`src/rtl/fpdiv_iterative_if.sv`:
```
// Streaming val/rdy bundle for the iterative fixed-point divider.
//   recv_val/recv_rdy : operand handshake, a = dividend, b = divisor
//   send_val/send_rdy : result handshake, c = quotient, err = div-by-zero/overflow
// master = producer/consumer side (bench or upstream), slave = divider.
interface fpdiv_iterative_if #(
  parameter int n = 32
) ();
  logic         recv_val;
  logic         recv_rdy;
  logic [n-1:0] a;
  logic [n-1:0] b;
  logic         send_val;
  logic         send_rdy;
  logic [n-1:0] c;
  logic         err;

  modport master (
    output recv_val, a, b, send_rdy,
    input  recv_rdy, send_val, c, err
  );

  modport slave (
    input  recv_val, a, b, send_rdy,
    output recv_rdy, send_val, c, err
  );
endinterface

```
`src/rtl/fpdiv_iterative.sv`:
```
// Iterative fixed-point divider, c = a / b, one quotient bit per cycle.
// Restoring division on magnitudes of an (n+d)-bit dividend |a| << d, so the
// quotient keeps d fraction bits. Result truncates toward zero and saturates
// (err=1) on overflow or divide-by-zero. Latency is fixed at n+d cycles.
// Ports:
//   clk   : clock, rising edge
//   reset : asynchronous active-low reset
//   io    : fpdiv_iterative_if.slave (recv a/b handshake, send c/err handshake)
// Parameters: n total width, d fraction bits, sign 1 = two's complement.
module fpdiv_iterative #(
  parameter int n    = 32,
  parameter int d    = 16,
  parameter bit sign = 1'b1
) (
  input logic             clk,
  input logic             reset,
  fpdiv_iterative_if.slave io
);

  localparam int QW = n + d;
  localparam int CW = $clog2(QW);

  // Quotient limits held at quotient width. With d=0 the unsigned limit
  // wraps to all-ones, which correctly makes unsigned overflow impossible.
  localparam logic [QW-1:0] ONE   = QW'(1);
  localparam logic [QW-1:0] LIM_U = (ONE << n) - ONE;
  localparam logic [QW-1:0] LIM_P = (ONE << (n-1)) - ONE;
  localparam logic [QW-1:0] LIM_N = ONE << (n-1);
  localparam logic [n-1:0]  MAX_P = {1'b0, {(n-1){1'b1}}};
  localparam logic [n-1:0]  MIN_N = {1'b1, {(n-1){1'b0}}};

  typedef enum logic [1:0] {IDLE, CALC, DONE} state_t;

  state_t          state, state_nx;
  logic            recv_rdy, send_val;
  logic            acc, fin;
  logic            sa, sb, zero;
  logic [n-1:0]    abs_a, abs_b, babs;
  logic [QW-1:0]   dvd, quo, quo_nx;
  // Remainder is always < |b| <= 2^n - 1, so n bits hold it between
  // iterations; only the shifted trial value needs the extra bit.
  logic [n-1:0]    rem, rem_nx;
  logic [n:0]      rem_sh;
  logic [CW-1:0]   cnt, idx;
  logic            ge, neg, ovf;
  logic [n-1:0]    res_c, c_r;
  logic            res_err, err_r;

  // ---------------- FSM next-state / handshake outputs ----------------
  always_comb begin
    state_nx = state;
    recv_rdy = 1'b0;
    send_val = 1'b0;
    case (state)
      IDLE: begin
        recv_rdy = 1'b1;
        if (io.recv_val) state_nx = CALC;
      end
      CALC: if (cnt == CW'(QW-1)) state_nx = DONE;
      DONE: begin
        send_val = 1'b1;
        if (io.send_rdy) state_nx = IDLE;
      end
      default: state_nx = IDLE;
    endcase
  end

  assign acc = (state == IDLE) && io.recv_val;
  assign fin = (state == CALC) && (cnt == CW'(QW-1));

  // Magnitudes; -(-2^(n-1)) wraps to 2^(n-1), which is the right unsigned value.
  assign abs_a = (sign && io.a[n-1]) ? -io.a : io.a;
  assign abs_b = (sign && io.b[n-1]) ? -io.b : io.b;

  // ---------------- one restoring step, MSB first ----------------
  always_comb begin
    idx    = CW'(QW-1) - cnt;
    rem_sh = {rem, dvd[idx]};
    ge     = rem_sh >= {1'b0, babs};
    rem_nx = ge ? (rem_sh[n-1:0] - babs) : rem_sh[n-1:0];
    quo_nx = quo;
    quo_nx[idx] = ge;
  end

  // ---------------- result formation from the final quotient ----------------
  always_comb begin
    neg = sa ^ sb;
    if (!sign)     ovf = quo_nx > LIM_U;
    else if (!neg) ovf = quo_nx > LIM_P;
    else           ovf = quo_nx > LIM_N;

    res_err = 1'b1;
    if (zero) begin
      // Divisor zero: direction follows the dividend only (0/0 -> max positive).
      res_c = !sign ? '1 : (sa ? MIN_N : MAX_P);
    end else if (ovf) begin
      res_c = !sign ? '1 : (neg ? MIN_N : MAX_P);
    end else begin
      res_c   = neg ? -quo_nx[n-1:0] : quo_nx[n-1:0];
      res_err = 1'b0;
    end
  end

  // ---------------- state / datapath registers ----------------
  always_ff @(posedge clk or negedge reset) begin
    if (!reset) begin
      state <= IDLE;
      sa    <= 1'b0;
      sb    <= 1'b0;
      zero  <= 1'b0;
      babs  <= '0;
      dvd   <= '0;
      rem   <= '0;
      quo   <= '0;
      cnt   <= '0;
      c_r   <= '0;
      err_r <= 1'b0;
    end else begin
      state <= state_nx;
      if (acc) begin
        sa   <= sign & io.a[n-1];
        sb   <= sign & io.b[n-1];
        zero <= (io.b == '0);
        babs <= abs_b;
        dvd  <= QW'(abs_a) << d;
        rem  <= '0;
        quo  <= '0;
        cnt  <= '0;
      end else if (state == CALC) begin
        rem <= rem_nx;
        quo <= quo_nx;
        cnt <= fin ? '0 : cnt + 1'b1;
        if (fin) begin
          c_r   <= res_c;
          err_r <= res_err;
        end
      end
    end
  end

  assign io.recv_rdy = recv_rdy;
  assign io.send_val = send_val;
  assign io.c        = c_r;
  assign io.err      = err_r;

endmodule

```
`src/flat_wrapper.sv`:
```
// flat-port wrapper written by rule: the top's interface ports become plain ports
module fpdiv_iterative_flat 
#(
  parameter int n    = 32,
  parameter int d    = 16,
  parameter bit sign = 1'b1
)
  (clk, reset, io_recv_val, io_a, io_b, io_send_rdy, io_recv_rdy, io_send_val, io_c, io_err);
  fpdiv_iterative_if #(.n(n)) io_i ();
  input logic clk;
  input logic reset;
  input wire logic [$bits(io_i.recv_val)-1:0] io_recv_val;
  input wire logic [$bits(io_i.a)-1:0] io_a;
  input wire logic [$bits(io_i.b)-1:0] io_b;
  input wire logic [$bits(io_i.send_rdy)-1:0] io_send_rdy;
  output wire logic [$bits(io_i.recv_rdy)-1:0] io_recv_rdy;
  output wire logic [$bits(io_i.send_val)-1:0] io_send_val;
  output wire logic [$bits(io_i.c)-1:0] io_c;
  output wire logic [$bits(io_i.err)-1:0] io_err;
  assign io_i.recv_val = io_recv_val;
  assign io_i.a = io_a;
  assign io_i.b = io_b;
  assign io_i.send_rdy = io_send_rdy;
  assign io_recv_rdy = io_i.recv_rdy;
  assign io_send_val = io_i.send_val;
  assign io_c = io_i.c;
  assign io_err = io_i.err;
  fpdiv_iterative #(.n(n), .d(d), .sign(sign)) u_core (.clk(clk), .reset(reset), .io(io_i));
endmodule
```
`config.mk`:
```
export PLATFORM = sky130hd
export DESIGN_NAME = fpdiv_iterative_flat
export DESIGN_NICKNAME = d
export VERILOG_FILES = /design/src/rtl/fpdiv_iterative_if.sv /design/src/rtl/fpdiv_iterative.sv /design/src/flat_wrapper.sv
export SDC_FILE = /design/constraint.sdc
export NUM_CORES = 1
export LEC_CHECK = 0
export ABC_AREA = 1
export CAP_MARGIN = 40
export CORE_ASPECT_RATIO = 1.2
export CORE_MARGIN = 2
export CORE_UTILIZATION = 30
export DETAILED_ROUTE_END_ITERATION = 10
export SYNTH_ARGS = -nofsm -noshare
export SYNTH_HDL_FRONTEND = slang
export SYNTH_SLANG_ARGS = --single-unit
```
`constraint.sdc`:
```
create_clock -name clk -period 6.1 [get_ports clk]
set_clock_uncertainty 0.1 [all_clocks]
set_input_delay 1.525 -clock clk [delete_from_list [all_inputs] [get_ports clk]]
set_output_delay 1.525 -clock clk [all_outputs]
set_load 0.005 [all_outputs]
```
* Word-level counts from Yosys, hierarchy flattened
Index checks and enable logic that the tools add are counted.
Operators by class: reduce and logical (&&, ||, !) cells 8, $add $sub $neg 6, order comparisons 5, equal/unequal tests 6, muxes and demuxes 29, bitwise operators 2
Operators by type and width (count):
- 2-to-1 mux 32 bit | 10
- 2-to-1 mux 48 bit | 2
- negation 32 bit | 3
- bitwise mux 48 bit | 1
- greater-than comparator 48 x 31 -> 1 bit (second input constant) | 1
- greater-than comparator 48 x 32 -> 1 bit (second input constant) | 1
- >= comparator 33 x 32 -> 1 bit | 1
- logical NOT 32 bit | 1
- subtractor 32 bit | 1
- 2-to-1 mux 6 bit | 3
- < comparator 6 x 7 -> 1 bit (second input constant) | 1
- 2-to-1 mux 1 bit | 7
- adder 6 x 1 -> 6 bit (second input constant) | 1
- binary-select mux 1 bit (select 6 bit) | 1
- demux 1 bit (select 6 bit) | 1
- == test 6 bit (second input constant) | 1
- >= comparator 6 x 1 -> 1 bit (second input constant) | 1
- 2-to-1 mux 2 bit | 3
- inequality test 2 bit (second input constant) | 3
- one-hot mux 2 bit (3 select lines) | 1
- AND reduction 3 bit | 2
- subtractor 6 bit (first input constant) | 1
- logical AND 1 bit | 3
- == test 2 x 1 -> 1 bit (second input constant) | 1
- 5 further kinds | 5
Word-level totals: bits of input ports 68, word-level logic and storage cells 67, flip-flop bits (word level) 188, output and inout port bits 35

* Depth between registers and ports, before layout
depth in word-level cells 10, gate-level depth with buffers 36, gate-level depth less buffers 33

* Worst setup path after synthesis
OpenSTA, ideal clock, no wires.
path type register to register, start point register u_core.cnt[0], end point register u_core.c_r[5] (netlist: u_core.io.c[5]), path slack 1.581 ns, stages on the path, launching flop included 37, data required time 5.927 ns, arrival time 4.346 ns, cell sequence dfrtp_1 inv_1 nand2_1 inv_1 o2bb2ai_1 a221oi_1 nand3_1 a211o_1 o2111ai_1 o21ai_0 inv_1 ha_1 inv_1 nand3_1 nand3_2 nand2_2 nand2_4 nand2_8 nand2_4 buf_6 buf_6 buf_6 nand2_1 o21ai_2 inv_1 ha_1 nand3_1 nor2_1 nand3_1 nor2_2 nand3_2 nand2_2 nand2_2 nor2_8 buf_8 nand2_2 a21oi_2
On the way: cells in the longest elaborated chain, start to end 10, elaborated cells between the ends (all ways) 20
RTL lines:
- start, declared | RTL line fpdiv_iterative.sv:44 | logic [CW-1:0] cnt, idx;
- start signal, assigned | RTL line fpdiv_iterative.sv:132 | cnt <= fin ? '0 : cnt + 1'b1;
- branches (longest 10 deep; another with greater-than comparator 48 x 31 -> 1 bit)
- end signal, assigned | RTL line fpdiv_iterative.sv:134 | c_r <= res_c;
- end, declared | RTL line fpdiv_iterative.sv:46 | logic [n-1:0] res_c, c_r;
Parallel ways; which one is timed is not known. The select of a mux whose other input is x is not followed. A chain may end at the register's enable or synchronous reset.

* Worst setup path in the final report
start point register u_core.cnt[0], end point register u_core.c_r[15] (netlist: u_core.io.c[15])
Same word-level chain as after synthesis.

==> summary.txt <==
Cells and area
  – # diodes: 0
  – FILL cells: 4,508
  – Commonest non-fill, non-tap cell in the layout: nand2_1
  – Syn-to-layout area delta: 17.1%
  – Area of the multi-input gates: 6850 um^2
  – FF/Latch Area: 4700 um^2
  – End-of-flow core utilization: 35.5%
  – Layout Nets: 1,904
  – Most frequent cells in the layout: nand2_1, nor2_1, inv_1, dfrtp_1, o21ai_0
  – Layout cell share with drive strength beyond 1: 7.41%

Flow run
  – Max-capacitance violation count: 0

Clock tree
  – CTS tree: yes
  – Num CTS Buffers: 17
  – Clock Latency Late Sink: 0.45 ns
  – Hold-fix buffers, CTS: 0
  – Max Root-Sink Buffers: 2
  – Sink Count: 188
  – H-tree Lvls: 4
  – Root buf cell: clkbuf_16
  – Clock Pin Slew Worst Setup and Hold Paths: 0.08 ns

Logic synthesis
  – Synth warn: 0
  – Synthesized flop and latch total: 188
  – Syn nets: 1,824
  – Syn Area/Cell: 7.36 um^2
  – Post-synth EDFFs: 0
  – Synth unique cells: 50
  – FFs w/ async S/R, synth: 100%
  – Syn Inst Count: 1,715
  – Sequential fraction of the synthesis area: 37.3%
  – Syn Std Cell Area: 12,600 um^2
  – Main synth FF type: dfrtp_1

Timing
  – TNS Setup: 0 ns
  – Fin Hold WS: 0.387 ns
  – Slew headroom: 40.3%
  – Tcrit/Tclk final: 90.9%
  – Unrepaired setup endpoints after global routing: no
  – Endpoints failing setup: 0
  – Fmax: 180 MHz
  – Final Hold Fails: 0
  – PnR worst setup slack: 0.557 ns
  – Worst-Margin Slew: 0.889 ns
  – Minimum clock period: 5.54 ns
  – Fin. max-slew vios: 0

Hold path
  – Hold Crit Class: flop to flop
  – Hold path depth: 2

Floorplan
  – Die height: 229 um
  – Top-Level Pins: 103
  – Core box area: 41,700 um^2
  – Site Rows: 82
  – Die width: 191 um
  – Die area: 43,700 um^2
  – Initial cell density of the core: 30.3%

Placement
  – Place WS: 0.540 ns
  – HPWL after DPL: 25,100 um
  – IO buf count: 102
  – Global placement routability congestion: 0.886

Drt
  – DRT Wirelength: 33,900 um
  – First drt pass iteration count: 5
  – DR WL/cell: 14.4 um
  – DR iter-0 viols: 762
  – DR vias: 11.4k
  – Routed Antenna Nets: 0
  – DRC: 0
  – Vias per std cell: 4.85

Setup path
  – Crit path required time: 6.38 ns
  – CP peak stage delay: 0.47 ns
  – Critical path's slowest cell: dfrtp_1
  – R2R cell count: 32
  – CP endpoint kind: flop
  – Critical Path Fanout Max: 40
  – Critical path class: flop to flop
  – Worst path most repeated cell: inv_1
  – CP Launch Type: flop
  – Crit path arrival time: 5.82 ns

Global routing
  – Pin count of the biggest net entering global routing: 103
  – Initial antenna violation count: 1
  – Total grt overflow: 0
  – GRT Util Overall: 15.8%
  – Vias in the first global route: 11.2k
  – First-pass GRT wire length: 56,700 um

Power and ir drop
  – Max VDD drop: 0.288 mV
  – Power Internal: 4.27 mW
  – Power Dens Cells: 559 nW/um^2
  – Clk network pwr share: 13.4%
  – Reported net switching power: 3.99 mW
  – Leak: 6.72 nW
  – Seq pwr share: 25.7%
  – Sw Share: 48.3%
  – Logic pwr share: 60.8%

Status
  – Status: finished, final reports clean
[registers in the layout (all words and copies together), names as in the netlist]
| name | count |
|---|---|
| u_core.babs | 32 |
| u_core.cnt | 6 |
| u_core.dvd | 32 |
| u_core.io.c | 32 |
| u_core.io.err | 1 |
| u_core.quo | 48 |
| u_core.rem | 32 |
| u_core.sa | 1 |
| u_core.sb | 1 |
| u_core.state | 2 |
| u_core.zero | 1 |
[power groups by stage]
stage / registers, mW / clock network (mW) / logic, mW
after CTS: 2.12 / 1.13 / 5.03
after global placement: 2.13 / 0 / 4.95
after global routing: 2.19 / 1.18 / 5.73
after floorplan: 2.05 / 0 / 3.87
after detailed placement: 2.15 / 0 / 5.00
final: 2.13 / 1.11 / 5.03
[logic make-up after synthesis]
family          count (synthesis)  share of synthesized area, %
simple gates                  725                          24.2
compound gates                387                          18.5
buf+inv                       269                          8.62
flops                         188                          37.3
xor+xnor                      105                          7.29
fa+ha+maj                      41                          4.12
[metal layers]
| metal | global-route usage, % | up-vias | share of wire, % |
|---|---|---|---|
| met3 | 2.43 | 33 | 4.0 |
| met4 | 4.23 | 2 | 1.8 |
| met5 | 0 | - | 0.038 |
| met1 | 21.7 | 5380 | 49 |
| li1 | - | 5778 | - |
| met2 | 25.8 | 227 | 46 |
[through the flow]
stage / cell area, um^2 / std cells / power, mW
2_1_floorplan: 12600 / 1715 / 5.91
3_3_place_gp: 14100 / 2318 / 7.08
3_5_place_dp: 14200 / 2321 / 7.14
4_1_cts: 14800 / 2353 / 8.28
5_1_grt: 14800 / 2354 / 9.10
6_report: 14800 / 2354 / 8.26
[timing repair]
action / CTS / global route
setup endpoints to repair: 0 / 25
buffers inserted: 0 / 0
gates resized for setup: 0 / 1
[layout make-up]
| class | instances | share of cell area, % |
|---|---|---|
| multi-input combinational | 1259 | 46.4 |
| sequential | 188 | 31.8 |
| timing repair buffer | 119 | 8.00 |
| inverter | 210 | 5.34 |
| tap | 546 | 4.62 |
| clock buffer | 20 | 3.02 |
| clock inverter | 12 | 0.796 |
[final timing paths]
| kind | startpoint | end | slack (ns) |
|---|---|---|---|
| setup / recovery | u_core.cnt[0]$_DFFE_PN0P_ | u_core.io.c[15]$_DFFE_PN0P_ | 0.56 |
| hold / removal | u_core.babs[25]$_DFFE_PN0P_ | u_core.babs[25]$_DFFE_PN0P_ | 0.39 |
| setup reg to reg | u_core.cnt[0]$_DFFE_PN0P_ | u_core.io.c[15]$_DFFE_PN0P_ | 0.56 |
| hold reg to reg | u_core.babs[25]$_DFFE_PN0P_ | u_core.babs[25]$_DFFE_PN0P_ | 0.39 |
| max in group asynchronous | reset | u_core.dvd[44]$_DFFE_PN0P_ | 3.86 |
| min in group asynchronous | reset | u_core.babs[16]$_DFFE_PN0P_ | 0.77 |
[synthesized netlist by cell type (4+ instances only)]
master	number	share of area (%)
o21bai_1	4	0.24
clkbuf_1	48	1.4
xor2_1	64	4.4
nand2_2	26	1.3
a32o_1	8	0.63
a21oi_1	84	3.3
o21a_1	6	0.36
clkinv_1	4	0.12
a21oi_2	28	1.9
a31oi_1	6	0.30
dfrtp_1	188	37
inv_2	7	0.21
o22ai_1	51	2.5
nand3_1	49	1.9
o31ai_1	4	0.24
a221oi_1	5	0.35
a22oi_1	4	0.24
nand3b_1	6	0.36
or2_2	5	0.25
o21ai_1	11	0.44
xnor2_1	41	2.8
ha_1	40	4.0
o211ai_1	9	0.54
o21ai_0	149	5.9
nand2_1	359	11
nor3_1	20	0.79
inv_1	199	5.9
nor2_1	227	6.8
buf_6	7	0.62
nand4_1	14	0.69
[worst max-delay path: cells and delay by family (launching register included)]
family | cells | cell delay, ns
simple gates | 18 | 2.75
compound gates | 7 | 1.13
buf+inv | 5 | 0.63
flops | 1 | 0.47
fa+ha+maj | 2 | 0.38
(Power assumes the default switching activity.)
